File: src/rtl/score_display_pkg.sv
// Shared constants and types for the score display.
//   SEG_BLANK : all segments off (active-low)
//   SEG_CODES : gfedcba active-low patterns for digits 0..9 (index = digit)
//   state_t   : conversion FSM states
package score_display_pkg;

    localparam logic [6:0] SEG_BLANK = 7'b1111111;

    localparam logic [9:0][6:0] SEG_CODES = {
        7'b0010000,  // 9
        7'b0000000,  // 8
        7'b1111000,  // 7
        7'b0000010,  // 6
        7'b0010010,  // 5
        7'b0011001,  // 4
        7'b0110000,  // 3
        7'b0100100,  // 2
        7'b1111001,  // 1
        7'b1000000   // 0
    };

    typedef enum logic [1:0] {
        IDLE,
        SHIFT,
        UPDATE
    } state_t;

endpackage

File: src/rtl/seg_digit_decode.sv
// Combinational BCD digit to active-low 7-segment decoder.
//   bcd   : 4-bit BCD digit
//   blank : 1 forces all segments off
//   seg_c : segments, bit 6 = g ... bit 0 = a, active-low
// Non-BCD codes decode to blank.
module seg_digit_decode
    import score_display_pkg::*;
(
    input  logic [3:0] bcd,
    input  logic       blank,
    output logic [6:0] seg_c
);

    always_comb begin
        seg_c = SEG_BLANK;
        if (!blank && (bcd <= 4'd9)) begin
            seg_c = SEG_CODES[bcd];
        end
    end

endmodule

File: src/rtl/score_display.sv
// Binary score to NDIGITS-digit active-low 7-segment display.
// A sequential double-dabble engine converts one bit per clock; the result
// is held in a display register with leading-zero blanking and saturation
// to all 9s when the score does not fit.
//   clk      : system clock, rising edge
//   reset_n  : asynchronous active-low reset
//   load     : start conversion of value (accepted only when idle)
//   value    : WIDTH-bit binary score
//   busy     : conversion in progress
//   done     : one-cycle pulse when the display register updates
//   overflow : displayed value is saturated (score > 10^NDIGITS-1)
//   leds     : 7 segments per digit, digit k at [7k+6:7k], digit 0 = LSD
//   blink    : (SCORE_BLINK_EN only) blink all digits while high
// Optional feature macro: SCORE_BLINK_EN.
module score_display
    import score_display_pkg::*;
#(
    parameter int unsigned WIDTH     = 14,
    parameter int unsigned NDIGITS   = 4,
    parameter int unsigned BLANK_LZ  = 1,
    parameter int unsigned BLINK_DIV = 25000000
) (
    input  logic                   clk,
    input  logic                   reset_n,
    input  logic                   load,
    input  logic [WIDTH-1:0]       value,
`ifdef SCORE_BLINK_EN
    input  logic                   blink,
`endif
    output logic                   busy,
    output logic                   done,
    output logic                   overflow,
    output logic [7*NDIGITS-1:0]   leds
);

    localparam int unsigned BW = 4 * NDIGITS;
    localparam int unsigned CW = $clog2(WIDTH + 1);

    state_t           state;
    logic [WIDTH-1:0] sreg;
    logic [BW-1:0]    bcd;
    logic             sticky;
    logic [CW-1:0]    cnt;
    logic [BW-1:0]    disp;

    logic [BW-1:0]    bcd_adj_c;
    logic             sticky_c;
    logic [BW-1:0]    bcd_sh_c;
    logic [WIDTH-1:0] sreg_sh_c;
    logic             last_c;
    logic [BW-1:0]    disp_d_c;
    logic             ovf_d_c;
    logic             force_blank_c;

    // One double-dabble step plus the next display-register value.
    // The display update is committed on the final shift so that done and
    // the new leds appear together in the UPDATE cycle.
    always_comb begin
        bcd_adj_c = bcd;
        for (int i = 0; i < int'(NDIGITS); i++) begin
            if (bcd[4*i +: 4] >= 4'd5) begin
                bcd_adj_c[4*i +: 4] = bcd[4*i +: 4] + 4'd3;
            end
        end
        sticky_c               = sticky | bcd_adj_c[BW-1];
        {bcd_sh_c, sreg_sh_c}  = {bcd_adj_c[BW-2:0], sreg, 1'b0};
        last_c                 = (state == SHIFT) && (cnt == CW'(1));
        disp_d_c               = disp;
        ovf_d_c                = overflow;
        if (last_c) begin
            if (sticky_c) begin
                disp_d_c = {NDIGITS{4'd9}};
                ovf_d_c  = 1'b1;
            end else begin
                disp_d_c = bcd_sh_c;
                ovf_d_c  = 1'b0;
            end
        end
    end

    // Conversion FSM and datapath registers.
    always_ff @(posedge clk or negedge reset_n) begin
        if (!reset_n) begin
            state    <= IDLE;
            sreg     <= '0;
            bcd      <= '0;
            sticky   <= 1'b0;
            cnt      <= '0;
            disp     <= '0;
            busy     <= 1'b0;
            done     <= 1'b0;
            overflow <= 1'b0;
        end else begin
            done     <= 1'b0;
            disp     <= disp_d_c;
            overflow <= ovf_d_c;
            case (state)
                IDLE: begin
                    if (load) begin
                        sreg   <= value;
                        bcd    <= '0;
                        sticky <= 1'b0;
                        cnt    <= CW'(WIDTH);
                        busy   <= 1'b1;
                        state  <= SHIFT;
                    end
                end
                SHIFT: begin
                    bcd    <= bcd_sh_c;
                    sreg   <= sreg_sh_c;
                    sticky <= sticky_c;
                    cnt    <= cnt - CW'(1);
                    if (last_c) begin
                        done  <= 1'b1;
                        state <= UPDATE;
                    end
                end
                UPDATE: begin
                    busy  <= 1'b0;
                    state <= IDLE;
                end
                default: begin
                    busy  <= 1'b0;
                    state <= IDLE;
                end
            endcase
        end
    end

`ifdef SCORE_BLINK_EN
    localparam int unsigned DW = (BLINK_DIV > 1) ? $clog2(BLINK_DIV) : 1;

    logic [DW-1:0] div_cnt;
    logic          phase;

    // Free-running blink phase, toggles every BLINK_DIV cycles.
    always_ff @(posedge clk or negedge reset_n) begin
        if (!reset_n) begin
            div_cnt <= '0;
            phase   <= 1'b0;
        end else if (div_cnt == DW'(BLINK_DIV - 1)) begin
            div_cnt <= '0;
            phase   <= ~phase;
        end else begin
            div_cnt <= div_cnt + DW'(1);
        end
    end

    assign force_blank_c = blink & phase;
`else
    logic unused_blink_div;
    assign unused_blink_div = ^32'(BLINK_DIV);
    assign force_blank_c    = 1'b0;
`endif

    // zero_above_c[k]: every nibble at position k and higher is zero.
    logic [NDIGITS:0]   zero_above_c;
    logic [NDIGITS-1:0] blank_c;
    logic [7*NDIGITS-1:0] seg_c;

    assign zero_above_c[NDIGITS] = 1'b1;

    for (genvar k = 0; k < int'(NDIGITS); k++) begin : g_digit
        assign zero_above_c[k] = zero_above_c[k+1] && (disp_d_c[4*k +: 4] == 4'd0);
        assign blank_c[k]      = (k != 0) && (BLANK_LZ != 0) && !ovf_d_c && zero_above_c[k];

        seg_digit_decode u_dec (
            .bcd   (disp_d_c[4*k +: 4]),
            .blank (blank_c[k]),
            .seg_c (seg_c[7*k +: 7])
        );
    end

    // Segment outputs, decoded from the next display value.
    always_ff @(posedge clk or negedge reset_n) begin
        if (!reset_n) begin
            for (int k = 0; k < int'(NDIGITS); k++) begin
                leds[7*k +: 7] <= ((k == 0) || (BLANK_LZ == 0)) ? SEG_CODES[0] : SEG_BLANK;
            end
        end else begin
            leds <= force_blank_c ? {NDIGITS{SEG_BLANK}} : seg_c;
        end
    end

endmodule

File: config.mk
export PLATFORM = sky130hd
export DESIGN_NAME = score_display
export DESIGN_NICKNAME = d
export VERILOG_FILES = /design/src/rtl/score_display_pkg.sv /design/src/rtl/seg_digit_decode.sv /design/src/rtl/score_display.sv
export SDC_FILE = /design/constraint.sdc
export NUM_CORES = 1
export LEC_CHECK = 0
export CAP_MARGIN = 20
export CORE_UTILIZATION = 30
export CTS_BUF_LIST = sky130_fd_sc_hd__clkbuf_8
export DETAILED_ROUTE_END_ITERATION = 10
export GPL_ROUTABILITY_DRIVEN = 1
export PLACE_DENSITY_LB_ADDON = 0.12
export REMOVE_ABC_BUFFERS = 1
export SETUP_SLACK_MARGIN = 0.1
export SLEW_MARGIN = 40
export SYNTH_ARGS = -nofsm -noshare
export SYNTH_HDL_FRONTEND = slang
export SYNTH_SLANG_ARGS = --single-unit
File: constraint.sdc
create_clock -name clk -period 4.1 [get_ports clk]
set_input_delay 0.615 -clock clk [delete_from_list [all_inputs] [get_ports clk]]
set_output_delay 0.615 -clock clk [all_outputs]
set_load 0.01 [all_outputs]
### Yosys cells after proc, flatten, opt, wreduce, memory -nomap -nowiden

Memory sizes are Yosys's and may differ from the RTL's.
Index checks and enable logic that the tools add are counted.

* add/sub/neg operators: 5
* magnitude comparators: 12
* equality and inequality tests: 4
* muxes and demuxes: 31
* bitwise logic cells: 2
* reductions and logical operators: 21

Operator list (count)
* 2-to-1 mux 7 bit: 8
* 2-to-1 mux 16 bit: 3
* case mux 16 bit (2 select lines): 1
* case mux 14 bit (2 select lines): 1
* less-than comparator 4 x 5 -> 1 bit, second input constant: 4
* 2-to-1 mux 4 bit: 5
* adder 4 x 2 -> 4 bit, second input constant: 4
* greater-or-equal comparator 4 x 3 -> 1 bit, second input constant: 4
* <= comparator 4 bit, second input constant: 4
* 2-to-1 mux 14 bit: 1
* zero test 4 bit: 3
* logical AND 1 bit: 9
* case mux 4 bit (2 select lines): 1
* 2-to-1 mux 1 bit: 6
* AND reduction 2 bit: 3
* equality test 4 x 1 -> 1 bit, second input constant: 1
* zero test 1 bit: 4
* 2-to-1 mux 2 bit: 2
* != test 2 bit, second input constant: 2
* case mux 1 bit (2 select lines): 2
* case mux 2 bit (2 select lines): 1
* subtractor 4 x 1 -> 4 bit, second input constant: 1
* equality test 2 x 1 -> 1 bit, second input constant: 1
* zero test 2 bit: 1
* other kinds (3): 3

* register bits after elaboration: 84
* memory bits (read-only): 448
* bits of input ports: 17
* output and inout bits: 31
* logic and storage cells: 89
* memories: 4

Memories
* (no name shown): words 16, width 7, rd ports 1, clocked after Yosys merged registers in 0, wr ports 0, line seg_digit_decode.sv:17 `seg_c = SEG_CODES[bcd];`
* (no name shown): words 16, width 7, rd ports 1, clocked after Yosys merged registers in 0, wr ports 0, line seg_digit_decode.sv:17
* (no name shown): words 16, width 7, rd ports 1, clocked after Yosys merged registers in 0, wr ports 0, line seg_digit_decode.sv:17
* (no name shown): words 16, width 7, rd ports 1, clocked after Yosys merged registers in 0, wr ports 0, line seg_digit_decode.sv:17

### Logic depth before layout (Yosys ltp)

* depth in word-level cells: 12
* mapped depth: 13
* mapped depth without buffers: 12

### Cells and area by module

Synthesis repeated with hierarchy kept, for this count alone.

* cell total of the unflattened synthesis: 430
* area, all modules: 4326.6 sq um

Modules (own cells, without submodules)
* score_display: instances 1, cells an instance 314, area each 3485.8 sq um, sequential area each 2129.5 sq um
* seg_digit_decode: instances 4, cells an instance 29, area each 210.2 sq um, sequential area each 0.0 sq um

### Worst setup path before layout

Ideal clock, no wire load.

* kind: flip-flop to flip-flop
* start point: register cnt[1]
* end point: register leds[18]
* setup time: 0.082 ns
* data arrival time: 2.646 ns
* data required time: 4.018 ns
* path slack: 1.372 ns
* cell stages (with the launch flop): 14
* buffers on the path: 1
* period minus slack after synthesis: 2.728 ns
* path through: dfrtp_1 > inv_1 > ha_1 > nor3b_4 > nand3_2 > nor3_4 > buf_6 > nand2_1 > o21ai_0 > ha_1 > o211a_4 > a311o_2 > nand2_1 > a22oi_1

* word-level cells in the longest chain between the ends: 9
* elaborated cells on any way between the ends: 15
* classes of those cells: 1 x order compare; 1 x eq/ne; 4 x mux; 8 x reduce/logical; 1 x memory

Ends and longest elaborated chain
* start: declaration: line score_display.sv:43 `logic [CW-1:0] cnt;`
* start signal: assignment: line score_display.sv:103 `cnt <= CW'(WIDTH);`
* start signal: assignment: line score_display.sv:112 `cnt <= cnt - CW'(1);`
* equality test 4 x 1 -> 1 bit (*): line score_display.sv:67 `last_c = (state == SHIFT) && (cnt == CW'(1));`
* logical AND 1 bit (*): line score_display.sv:67
* branches (longest 6 deep; another with memory read (16 x 7 bit))
* 2-to-1 mux 7 bit (*): line seg_digit_decode.sv:16 `if (!blank && (bcd <= 4'd9)) begin`
* named net g_digit[2].u_dec.seg_c[4]: line seg_digit_decode.sv:11 `output logic [6:0] seg_c`
* end signal: indexed assignment: line score_display.sv:178 `leds[7*k +: 7] <= ((k == 0) || (BLANK_LZ == 0)) ? SEG_CODES[0] : SEG_BLANK;`
* end signal: assignment: line score_display.sv:181 `leds <= force_blank_c ? {NDIGITS{SEG_BLANK}} : seg_c;`
* end: declaration: line score_display.sv:33 `output logic [7*NDIGITS-1:0] leds`

Mark *: on every way through the listed nets, which the timed path passes. The select of a mux whose other input is x is not followed.
A chain may end at the register's enable or synchronous reset.

### Worst setup path after layout

* start point: register bcd[12]
* end point: register leds[20]

* word-level cells in the longest chain between the ends: 11
* elaborated cells on any way between the ends: 19
* classes of those cells: 1 x add/sub; 2 x order compare; 7 x mux; 1 x bitwise; 7 x reduce/logical; 1 x memory

Ends and longest elaborated chain
* start: declaration: line score_display.sv:41 `logic [BW-1:0] bcd;`
* start signal: assignment: line score_display.sv:109 `bcd <= bcd_sh_c;`
* adder 4 x 2 -> 4 bit or greater-or-equal comparator 4 x 3 -> 1 bit (tied branches): line score_display.sv:62, score_display.sv:61
* 2-to-1 mux 4 bit (*): line score_display.sv:61 `if (bcd[4*i +: 4] >= 4'd5) begin`
* bitwise OR 1 bit (*): line score_display.sv:65 `sticky_c = sticky | bcd_adj_c[BW-1];`
* 2-to-1 mux 16 bit (*): line score_display.sv:71 `if (sticky_c) begin`
* 2-to-1 mux 16 bit (*): line score_display.sv:70 `if (last_c) begin`
* named net disp_d_c[8]: line score_display.sv:51 `logic [BW-1:0] disp_d_c;`
* branches (longest 5 deep; another with memory read (16 x 7 bit))
* 2-to-1 mux 7 bit (*): line seg_digit_decode.sv:16
* named net g_digit[2].u_dec.seg_c[6]: line seg_digit_decode.sv:11

Marked as above.

==> impl_metrics.ini <==
[grt]
grt_pass1_vias = 3276
grt_pass1_wl_um = 17020
grt_overflow = 0
antenna_found_initial = 0
grtUsageTotal_pct = 14.95
grt_max_degree = 35

[timing]
hold_violations = 0
fmax_mhz = 317.2
rsz0062_at_grt = no
fin_worst_skew_ns = 0.008467
setup_viol = 0
worstMarginPinSlew_ns = 0.6633
slew_headroom_pct = 55.31
period_needed_ns = 3.152
maxSlewViolCount = 0
setup_tns_ns = 0
min_period_over_period_pct = 76.88

[synth]
synth-seq-area-share_pct = 48.20
ys_warn_count = 0
yosys.area_share.simple_pct = 14.16
synthCells = 429
syn_area_um2 = 4418
synth-compound-area-share_pct = 22.60
synthAdderAreaFrac_pct = 8.496
yosysUniqueCellTypes = 64
async_flop_share_pct = 100.0
avgSynthCellArea_um2 = 10.30
ys_seq_elements = 84
synthMuxAreaShare_pct = 1.218
synth_edf_count = 0
synth-xor-area-share_pct = 0.7930
synth_top_family_by_area = compound AO/OA/AOI/OAI gates
ys_dominant_reg_cell = dfrtp_1

[detailed_routing]
routed_via_density = 4.949
drtAntennaViolNets = 0
drt_iter0_drc = 142
wire_per_inst_um = 15.24
routed-via-count = 3296
routed_wl_um = 10150
drcViolationCount = 0
dr.pass1.iters = 4

[pwr]
internal_power_mw = 2.598
swShare_pct = 40.54
seqPwrFrac_pct = 33.8
p_per_area_nw_per_um2 = 819.8
p_comb_share_pct = 51.5
p_switching_mw = 1.771
clkPwrFrac_pct = 14.7
max-vdd-ir-drop_v = 0.0002765
p_leak_nw = 2.335

[placement]
place_inst = 650
io_buffer_count = 47
dp_hpwl_um = 7149
place.gp.congestion = 0.7684

[worst_setup_path]
slowest_delay_ns = 0.44
rr_worst_depth = 12
path_max_fanout = 6
cp.arrival_ns = 3.45
crit_buf_inv = 2
end_kind = flip-flop
cp_num_cells = 12
required_ns = 4.40
crit_chain = inv_1 -> ha_1 -> nand2b_1 -> nor3b_4 -> nor3_2 -> a21oi_1 -> a21oi_1 -> inv_1 -> ha_1 -> o211ai_1 -> o21ai_0 -> a21oi_1
crit_family = compound AO/OA/AOI/OAI gates
crit_top_cell = a21oi_1
worstSetupPathType = reg -> reg
cpMaxStageDelayCell = nor3_2
startpoint_type = flip-flop

[run]
drv_cap = 0

[clock_network]
postCtsHoldBufs = 0
cts.clk_slew.worst_paths_ns = 0.08
post_cts_buffers = 0
clockRootBuffer = clkbuf_8
cts_tree = built
numCtsBuffers = 9
clkSinkCount = 84
htree_levels = 3
clockBufferDepth = 2
insertion_delay_ns = 0.37
cts_resized = 0

[floorplanning]
die_width_um = 123.4
core_um2 = 14100
num_rows = 43
ioPinCount = 48
die_area_um2 = 15220
start_util_pct = 31.34
dieHeight_um = 123.4

[cells_and_area]
final_nets = 528
fillers = 1437
finalNonFillerCells = 666
area_growth_syn_to_layout_pct = 20.62
drive_gt1_share_pct = 16.26
diodes = 0

[status]
outcome = complete, no violations

[worst_hold_path]
min_path_type = in -> async
layout make-up:
| class | instances | area (um^2) | area share [%] |
|---|---|---|---|
| Sequential cell | 84 | 2130 | 39.96 |
| Multi-Input combinational cell | 297 | 2088 | 39.19 |
| Timing Repair Buffer | 57 | 555.5 | 10.42 |
| Tap cell | 180 | 225.2 | 4.226 |
| Clock buffer | 9 | 123.9 | 2.324 |
| Inverter | 32 | 123.9 | 2.324 |
| Clock inverter | 7 | 82.58 | 1.550 |
metrics by stage:
stage	setup WS [ns]	utilization (%)	hold WS [ns]	instance area [um^2]	power (mW)
finish	0.9479	37.80	0.1764	5329	4.369
global placement	0.9965	36.20	0.4858	5102	3.751
detailed placement	0.9543	36.34	0.4962	5122	3.771
global route	0.6701	37.80	0.1923	5329	4.784
floorplan	0.6026	-	0.3194	4342	2.990
CTS	0.9482	37.80	0.1758	5329	4.441
kinds of logic after synthesis:
family,after synthesis
multiplexers,5
AND/OR/NAND/NOR,108
AO/OA/AOI/OAI,150
XOR/XNOR,4
adder cells (fa/ha/maj),30
flip-flops,84
buffers and inverters,48
flip-flops by register name (all words and copies together) (netlist names):
| register | flops |
|---|---|
| sticky | 1 |
| state | 2 |
| leds | 28 |
| sreg | 14 |
| cnt | 4 |
| done | 1 |
| overflow | 1 |
| bcd | 16 |
| disp | 16 |
| busy | 1 |
cell usage after synthesis, types with 5 or more instances:
cell | n | area (um^2)
o22ai_1 | 6 | 37.54
nor2b_1 | 15 | 93.84
a22oi_1 | 22 | 165.2
nor3_1 | 7 | 35.03
a22o_1 | 5 | 43.79
o21ai_0 | 35 | 175.2
dfstp_2 | 22 | 578.1
a21oi_1 | 47 | 235.2
nand2b_1 | 7 | 43.79
dfrtp_1 | 62 | 1551
clkbuf_1 | 11 | 41.29
inv_1 | 27 | 101.4
nor2_1 | 32 | 120.1
nand2_1 | 16 | 60.06
ha_1 | 30 | 375.4
nor3b_1 | 7 | 52.55
metal layers:
| metal | wire (um) | vias up | global-route usage (%) |
|---|---|---|---|
| met5 | 0 | - | 0 |
| met4 | 195 | 0 | 7.229 |
| met3 | 261 | 11 | 2.583 |
| met2 | 4657 | 36 | 22.52 |
| met1 | 5035 | 1625 | 20.67 |
| li1 | - | 1624 | - |
power by group through the flow:
| stage | clock network (mW) | logic [mW] | registers [mW] |
|---|---|---|---|
| finish | 0.642 | 2.25 | 1.48 |
| global route | 0.708 | 2.55 | 1.52 |
| CTS | 0.672 | 2.29 | 1.48 |
| detailed placement | 0 | 2.28 | 1.49 |
| global placement | 0 | 2.26 | 1.49 |
| floorplan | 0 | 1.44 | 1.55 |
worst paths after layout:
path	start	to	slack, ns
min in group clk	busy$_DFFE_PN0P_	busy$_DFFE_PN0P_	0.50
max	bcd[12]$_DFFE_PN0P_	leds[20]$_DFF_PN1_	0.95
min reg2reg	busy$_DFFE_PN0P_	busy$_DFFE_PN0P_	0.50
max in group asynchronous	reset_n	leds[6]$_DFF_PN1_	3.22
max reg2reg	bcd[12]$_DFFE_PN0P_	leds[20]$_DFF_PN1_	0.95
min	reset_n	sreg[3]$_DFFE_PN0P_	0.18
cell usage in the layout (no fill, tap or decap), types with 3 or more instances in the layout:
cell type	n
a31oi_1	3
buf_4	10
clkbuf_8	9
nor3b_1	7
nand2b_1	7
nand3b_1	3
nor3_1	7
xnor2_1	4
dfrtp_1	62
nand3_1	4
ha_1	30
inv_2	3
inv_1	28
mux2_2	3
clkdlybuf4s50_1	46
a22oi_1	22
o22ai_1	6
nor2_1	32
nand2_1	16
nor2b_1	15
dfstp_2	22
clkinv_2	4
a21oi_1	47
a22o_1	5
o21ai_1	4
o21ai_0	35
Power figures use the tool's default switching activity.
